[config.mk]
export PLATFORM = sky130hd
export DESIGN_NAME = btn_debounce
export DESIGN_NICKNAME = d
export VERILOG_FILES = /design/src/rtl/btn_debounce.sv
export SDC_FILE = /design/constraint.sdc
export NUM_CORES = 1
export LEC_CHECK = 0
export ABC_AREA = 1
export CAP_MARGIN = 20
export CORE_MARGIN = 1
export CORE_UTILIZATION = 31
export DETAILED_ROUTE_END_ITERATION = 10
export GPL_TIMING_DRIVEN = 0
export SKIP_LAST_GASP = 1
export SLEW_MARGIN = 30
export SYNTH_ARGS = -nofsm -noshare
export SYNTH_HDL_FRONTEND = slang
export SYNTH_SLANG_ARGS = --single-unit
[constraint.sdc]
create_clock -name clk -period 2.1 [get_ports clk]
set_clock_uncertainty 0.2 [all_clocks]
set_input_delay 0.42 -clock clk [delete_from_list [all_inputs] [get_ports clk]]
set_output_delay 0.42 -clock clk [all_outputs]
set_load 0.05 [all_outputs]
[src/rtl/btn_debounce.sv]
// btn_debounce: synchronizes a raw active-low pushbutton, debounces it with a
// four-state FSM and produces press, release and auto-repeat strobes.
// The release strobe port is named rel because "release" is a reserved word
// in SystemVerilog.
module btn_debounce #(
  parameter int STABLE = 1000,
  parameter int DELAY  = 20000,
  parameter int RATE   = 5000,
  parameter int CW     = 16
) (
  input  logic clk,
  input  logic reset,
  input  logic button_n,
  output logic level_n,
  output logic press,
  output logic rel,
  output logic rpt
);

  typedef enum logic [1:0] {
    UP     = 2'd0,
    UP_CHK = 2'd1,
    DN     = 2'd2,
    DN_CHK = 2'd3
  } state_t;

  // Terminal counts; a counter equal to these has seen the full interval.
  localparam logic [CW-1:0] STABLE_M1 = CW'(STABLE - 1);
  localparam logic [CW-1:0] DELAY_M1  = CW'(DELAY - 1);
  localparam logic [CW-1:0] RATE_M1   = CW'(RATE - 1);

  logic [1:0]    sync_reg;
  logic          sync_n;

  state_t        state_reg, state_next;
  logic [CW-1:0] db_cnt_reg, db_cnt_next;
  logic [CW-1:0] rpt_cnt_reg, rpt_cnt_next;
  logic          rpt_phase_reg, rpt_phase_next;   // 0: waiting DELAY, 1: RATE
  logic          level_n_reg, level_n_next;
  logic          press_reg, press_next;
  logic          rel_reg, rel_next;
  logic          rpt_reg, rpt_next;
  logic          rel_accept;
  logic [CW-1:0] rpt_limit_m1;

  // Two-flop synchronizer chain; idles high so reset never looks like a press.
  for (genvar gi = 0; gi < 2; gi++) begin : g_sync
    if (gi == 0) begin : g_first
      // First stage samples the asynchronous pin.
      always_ff @(posedge clk) begin
        if (reset) sync_reg[gi] <= 1'b1;
        else       sync_reg[gi] <= button_n;
      end
    end else begin : g_rest
      // Later stages just shift the sampled level along.
      always_ff @(posedge clk) begin
        if (reset) sync_reg[gi] <= 1'b1;
        else       sync_reg[gi] <= sync_reg[gi-1];
      end
    end
  end

  assign sync_n       = sync_reg[1];
  assign rpt_limit_m1 = rpt_phase_reg ? RATE_M1 : DELAY_M1;

  // State, counters and registered outputs.
  always_ff @(posedge clk) begin
    if (reset) begin
      state_reg     <= UP;
      db_cnt_reg    <= '0;
      rpt_cnt_reg   <= '0;
      rpt_phase_reg <= 1'b0;
      level_n_reg   <= 1'b1;
      press_reg     <= 1'b0;
      rel_reg       <= 1'b0;
      rpt_reg       <= 1'b0;
    end else begin
      state_reg     <= state_next;
      db_cnt_reg    <= db_cnt_next;
      rpt_cnt_reg   <= rpt_cnt_next;
      rpt_phase_reg <= rpt_phase_next;
      level_n_reg   <= level_n_next;
      press_reg     <= press_next;
      rel_reg       <= rel_next;
      rpt_reg       <= rpt_next;
    end
  end

  // Next-state logic: debounce FSM first, then the auto-repeat timer.
  always_comb begin
    state_next     = state_reg;
    db_cnt_next    = db_cnt_reg;
    rpt_cnt_next   = rpt_cnt_reg;
    rpt_phase_next = rpt_phase_reg;
    level_n_next   = level_n_reg;
    press_next     = 1'b0;
    rel_next       = 1'b0;
    rpt_next       = 1'b0;
    rel_accept     = 1'b0;

    case (state_reg)
      UP: begin
        if (!sync_n) begin
          state_next  = UP_CHK;
          db_cnt_next = '0;
        end
      end
      UP_CHK: begin
        if (sync_n) begin
          // Bounce: drop the candidate so the next one starts from zero.
          state_next  = UP;
          db_cnt_next = '0;
        end else if (db_cnt_reg == STABLE_M1) begin
          state_next     = DN;
          db_cnt_next    = '0;
          level_n_next   = 1'b0;
          press_next     = 1'b1;
          rpt_next       = 1'b1;   // first repeat coincides with the press
          rpt_cnt_next   = '0;
          rpt_phase_next = 1'b0;
        end else begin
          db_cnt_next = db_cnt_reg + 1'b1;
        end
      end
      DN: begin
        if (sync_n) begin
          state_next  = DN_CHK;
          db_cnt_next = '0;
        end
      end
      DN_CHK: begin
        if (!sync_n) begin
          state_next  = DN;
          db_cnt_next = '0;
        end else if (db_cnt_reg == STABLE_M1) begin
          state_next     = UP;
          db_cnt_next    = '0;
          level_n_next   = 1'b1;
          rel_next       = 1'b1;
          rel_accept     = 1'b1;
          rpt_cnt_next   = '0;
          rpt_phase_next = 1'b0;
        end else begin
          db_cnt_next = db_cnt_reg + 1'b1;
        end
      end
      default: begin
        state_next  = UP;
        db_cnt_next = '0;
      end
    endcase

    // The repeat timer runs for the whole held period, including release
    // candidates, but a release being accepted this cycle wins over a repeat.
    if (!level_n_reg && !rel_accept &&
        (state_reg == DN || state_reg == DN_CHK)) begin
      if (rpt_cnt_reg == rpt_limit_m1) begin
        rpt_next       = 1'b1;
        rpt_cnt_next   = '0;
        rpt_phase_next = 1'b1;
      end else begin
        rpt_cnt_next = rpt_cnt_reg + 1'b1;
      end
    end
  end

  assign level_n = level_n_reg;
  assign press   = press_reg;
  assign rel     = rel_reg;
  assign rpt     = rpt_reg;

endmodule

==> metrics.txt, run 1 <==
status finished clean; most area-consuming cells after synthesis dfxtp_1, nand2_1, inv_1; area occupied by multi-input gates 0.00145 mm^2; Sequential cell area 826 um^2; period utilization 95.9%; peak supply drop 0.000198 V; RSZ-0062 raised after global routing yes; antenna viol nets, final 0; number of global-route vias before repair 2207; Max transition margin 46.0%; Cell Area, Synth 0.00250 mm^2; Top delay family on crit path buffers and inverters; critical path startpoint category register; dpl cell area 0.00268 mm^2; Fin Setup TNS 0 ns; Avg Cell Area, Syn 6.45 um^2; fill count 834; first-pass GRT wire length 10.2 mm; # setup viols final 0; Unique masters post-synth 34; I/O pin cnt 7; Final Non-Filler Cells 506; Initial DRC Count 152; Core Area 0.00777 mm^2; total track usage 14.9%; TritonCTS clock tree built; synthesized instance count 388; HPWL Detailed 4.38 mm; Synth-to-Final Area Change 15.7%; Worst Path Arrival 1.39 ns; hold crit path type register to register; ys async rst share 0%; CP endpoint kind primary output; most frequent cell after synthesis nand2_1; initial antenna violation count 0; Synth Net Count 393; Post-route DRC 0; vias per cell 4.78; Die Wd 91.8 um; Leakage 0.00107 uW; max-slew violations 0; post-synth top area share 32.8%; number of H-tree levels 2; Ys Warns 0; Bufs and invs on worst path 1; Clock transition at path regs 0.09 ns; largest net degree at the start of global routing 14; CTS root buffer clkbuf_8; clk sinks 41; Hold Fails Final Rpt 0; CP max-delay cell clkdlybuf4s50_1; Wirelength per Cell 12.0 um; PwrDens 517 mW/mm^2; sequential area share after synthesis 32.8%; CP peak stage delay 0.79 ns; CTS Buffer Depth 2; highest clock rate 497 MHz; DP Cell Count 495; critical path class register to primary output; # rows 32; Slew @ Worst Pin 0.810 ns; Final min period 2.01 ns; initial core utilization 32.2%; CTS Buf Count 5; layout cells sized above 1 14.9%; Place WS 0.0450 ns; worst-path cell chain clkdlybuf4s50_1; Skew-Pair Late Insertion Delay 0.30 ns; Final nets 408; Synth Register Bits 41; DR pass1 iterations 4; Final GP Congestion 0.854; Hold-fix buffers, CTS 0; Post-synth EDFFs 0; WHS 0.215 ns; WL final 6.05 mm; commonest cells in the netlist nand2_1, inv_1, nor2_1, dfxtp_1, nand3_1; full die area 0.00843 mm^2; required time worst endpoint 1.48 ns; antenna cells 0; Finished Cell Area 0.00289 mm^2; Final WS setup 0.0867 ns; Die Ht 91.8 um; routed vias 2421; Critical Path Fanout Max 1; gr ovfl total 0; prevailing post-synth register cell dfxtp_1; area leader, netlist dfxtp_1; number of port buffers 5; Max-cap violations 0
cells by family after synthesis:
family | share of synthesized area [%]
simple gates | 39.7
buf+inv | 10.4
compound gates | 13.0
xor+xnor | 3.15
fa+ha+maj | 1.00
flops | 32.8
path summary, 6_finish.rpt:
check                                  to  slack [ns]  cells after the start                  startpoint
min reg2reg             sync_n$_SDFF_PP1_        0.21                      1      sync_reg[0]$_SDFF_PP1_
min                     sync_n$_SDFF_PP1_        0.21                      1      sync_reg[0]$_SDFF_PP1_
max reg2reg  rpt_cnt_reg[12]$_SDFFE_PP0P_        0.15                     11  db_cnt_reg[0]$_SDFFE_PP0P_
max                                   rpt        0.09                      1              rpt$_SDFF_PP0_
metrics by stage:
stage | util (%) | total power (uW)
after floorplan | - | 821
after global placement | 34.5 | 835
after detailed placement | 34.5 | 835
after CTS | 36.0 | 1520
after global routing | 37.2 | 1560
final | 37.2 | 1500
layout make-up:
type	instances	share of cell area [%]
Buffer	12	2.85
Clock buffer	6	2.85
Clock inverter	2	1.30
Inverter	49	6.57
Multi-Input combinational cell	286	50.3
Sequential cell	41	28.5
Tap cell	102	4.41
Timing Repair Buffer	8	3.20
layer usage:
metal  up-vias  global-route usage [%]  routed length [um]  share of wire (%)
li1       1273                       -                   -                  -
met3         4                    1.74                 181                3.0
met4         0                    4.43                  60               0.99
met1      1107                    20.4                3070                 51
met5         -                       0                   0                  0
met2        37                    24.4                2740                 45
placed cells by master, fill, tap and decap left out, drive strengths merged, types with 7 or more instances in the layout:
master	count
o21ai	18
buf	9
nor3	7
a21oi	28
clkbuf	12
nor2	44
nand3	33
nand4	13
inv	48
dfxtp	41
nand2	118
timing repair:
item,CTS,global route
setup endpoints to repair,0,26
setup buffers,0,2
gates resized for setup,0,14
report_power, final:
part / internal [uW] / switching, uW
combinational: 8.09 / 28.5
sequential: 778 / 0.985
clock: 387 / 294
(Power assumes the default switching activity.)
==> inputs of run 2 (changes only) <==
GPL_ROUTABILITY_DRIVEN = 0   (was default)
==> results of run 2 <==
Same layout as run 1: the final DEF is identical, and so are final timing and power.
==> inputs of run 3 (changes only) <==
ABC_AREA = 0   (was 1)
CTS_BUF_LIST = sky130_fd_sc_hd__clkbuf_4 sky130_fd_sc_hd__clkbuf_8   (was default)
==> run 3 against run 2 <==
The flow now finishes with violations (negative setup slack). Wire length fell by 2.6%. Design area rose by 1.9%. Global-route usage rose by 1.8 points. Combinational power rose by 71%. Critical path type is now register to register. Register-to-register slack got worse by 0.67 ns. Utilization rose by 6.4 points. Count of clock-buffer cells in the layout rose by 1. Synthesized area fell by 13%.
==> metrics.txt, run 3 <==
Post-route DRC 0 (unchanged); status finished, violations left; PwrDens 483 mW/mm^2 (-6.7%); Ys Warns 0 (unchanged); Max-cap violations 0 (unchanged); TritonCTS clock tree built; most common cell after layout, fill and taps aside dfxtp_1; Leakage 0.000954 uW (-11%); dpl cell area 0.00236 mm^2 (-12%); CTS Buffer Depth 2 (unchanged); first-pass GRT wire length 9.76 mm (-4.5%); area leader, netlist dfxtp_1; synthesized instance count 266 (-31%); Worst Path Arrival 2.65 ns (+1.26 ns); clk sinks 41 (unchanged); most area-consuming cells after synthesis dfxtp_1, nor2_1, a21oi_1; Initial DRC Count 131 (-14%); commonest cells in the netlist dfxtp_1, nor2_1, a21oi_1, nand2_1, nand3_1; HPWL Detailed 3.56 mm (-19%); full die area 0.00732 mm^2 (-13%); sequential share of power 54.7% (+2.7 points); number of port buffers 6 (+1); highest clock rate 382 MHz (-23%); antenna viol nets, final 0 (unchanged); routed vias 2138 (-12%); Skew-Pair Late Insertion Delay 0.30 ns (about the same); Place WS -0.817 ns (-0.862 ns); most frequent cells in the layout dfxtp_1, nor2_1, nand2_1, buf_4, nand3_1; critical path startpoint category register; DR pass1 iterations 4 (unchanged); number of H-tree levels 2 (unchanged); layout cells sized above 1 32.7% (+18 points); total track usage 16.7% (+1.8 points); switching part of the total 22.6% (+0.98 points); peak supply drop 0.000251 V (+27%); DP Cell Count 352 (-29%); required time worst endpoint 2.13 ns (+0.65 ns); WHS 0.213 ns (-0.00213 ns); fill count 650 (-22%); max-slew violations 0 (unchanged); gr ovfl total 0 (unchanged); most frequent cell after synthesis dfxtp_1; Final nets 313 (-23%); Fin Setup TNS -13.22 ns (-13.22 ns); Power Internal 1100 uW (-6.1%); post-synth top area share 37.9% (+5.1 points); Synth Register Bits 41 (unchanged); sequential area share after synthesis 37.9% (+5.1 points); CTS Buf Count 5 (unchanged); Die Wd 85.6 um (-6.8%); Synth-to-Final Area Change 36.1%; antenna cells 0 (unchanged); ys async rst share 0% (unchanged); # setup viols final 38 (+38); RSZ-0062 raised after global routing yes; prevailing post-synth register cell dfxtp_1; Clock power frac 40.9% (-4.6 points); Unique masters post-synth 49 (+44%); period utilization 125% (+29 points); failing checks negative setup slack; vias per cell 5.50 (+15%); CTS root buffer clkbuf_8; Hold Fails Final Rpt 0 (unchanged); Final min period 2.62 ns (+0.605 ns); Max transition margin 56.8% (+11 points); Clock transition at path regs 0.08 ns (about the same); # rows 30 (-6.3%); Core Area 0.00676 mm^2 (-13%); Synth Net Count 271 (-31%); Critical Path Fanout Max 5 (+4); hold crit path type register to register; I/O pin cnt 7 (unchanged); Finished Cell Area 0.00295 mm^2 (+1.9%); critical path class register to register; Final Non-Filler Cells 389 (-23%); Die Ht 85.6 um (-6.8%); Post-synth EDFFs 0 (unchanged); Slew @ Worst Pin 0.649 ns (-0.161 ns); proportion of power drawn by combinational gates 4.4% (+2.0 points); largest net degree at the start of global routing 13 (-1); Final WS setup -0.519 ns (-0.605 ns); Wirelength per Cell 15.1 um (+27%); number of global-route vias before repair 2042 (-7.5%); CP endpoint kind register; WL final 5.89 mm (-2.6%); initial core utilization 32.1% (-0.14 points); Net Switching 322 uW (-0.58%); initial antenna violation count 0 (unchanged); Avg Cell Area, Syn 8.14 um^2 (+26%); Cell Area, Synth 0.00217 mm^2 (-13%)
run 3: cell count changes after synthesis, moves of 8 or more:
cell | before | now
inv_1 | 47 | 5
nand2_2 | 17 | 0
nand3_1 | 32 | 16
nand4_1 | 13 | 5
a21oi_2 | 10 | 1
nand2_1 | 100 | 21
run 3: power groups by stage:
stage,logic [uW],registers (uW),clock network [uW]
after global routing,68.2,779,629
after floorplan,34.4,798,0
after detailed placement,49.9,798,0
after global placement,49.6,798,0
final,62.5,779,582
after CTS,60.3,779,601
run 3: cells by family (layout without fill, tap and decap cells):
| group | after synthesis | in the layout | share of synthesized area [%] |
|---|---|---|---|
| XOR/XNOR | 8 | 8 | 3.24 |
| adder cells (fa/ha/maj) | 2 | 2 | 1.16 |
| AND/OR/NAND/NOR | 127 | 127 | 31.7 |
| buffers and inverters | 17 | 60 | 4.85 |
| AO/OA/AOI/OAI | 71 | 71 | 21.2 |
| flip-flops | 41 | 41 | 37.9 |
run 3: critical path, cell delays in order (launching register included):
cell and delay (ns):
dfxtp_4 0.35, or4_4 0.54, or4_4 0.60, o21ai_4 0.19
a21oi_4 0.09, or4_1 0.46, a21oi_1 0.12
run 3: worst paths after layout:
kind	from	end	slack [ns]	cells past startpoint
setup / recovery	db_cnt_reg[4]$_SDFFE_PP0P_	rpt_cnt_reg[5]$_SDFFE_PP0P_	-0.52	6
hold / removal	sync_reg[0]$_SDFF_PP1_	sync_n$_SDFF_PP1_	0.21	1
setup reg to reg	db_cnt_reg[4]$_SDFFE_PP0P_	rpt_cnt_reg[5]$_SDFFE_PP0P_	-0.52	6
hold reg to reg	sync_reg[0]$_SDFF_PP1_	sync_n$_SDFF_PP1_	0.21	1
run 3: per-layer routing:
layer / track usage, % / part of all wire [%]
met1: 21.2 / 46
met2: 28.3 / 49
met3: 2.98 / 3.5
met4: 6.21 / 1.8
met5: 0 / 0
run 3: per-stage QoR:
stage                     total power (uW)  utilization, %
after floorplan                        832               -
after global placement                 848            34.9
after detailed placement               848            34.9
after CTS                             1440            42.3
after global routing                  1480            43.6
final                                 1420            43.6
run 3: cell type report:
class,count,area [um^2],share of cell area (%)
flip-flops and latches,41,828,28.1
clock buffers,7,96.3,3.27
clock inverters,1,5.00,0.170
repair buffers,36,332,11.2
inverters,5,18.8,0.637
well taps,80,100,3.40
multi-input cells,208,1470,49.7
plain buffers,11,103,3.48
run 3: what timing repair did:
item,CTS,global route
setup buffers,23,5
endpoints found under the setup margin,38,39
hold buffers,0,0
pin swaps,32,12
gates resized for setup,57,20
gates cloned,3,0
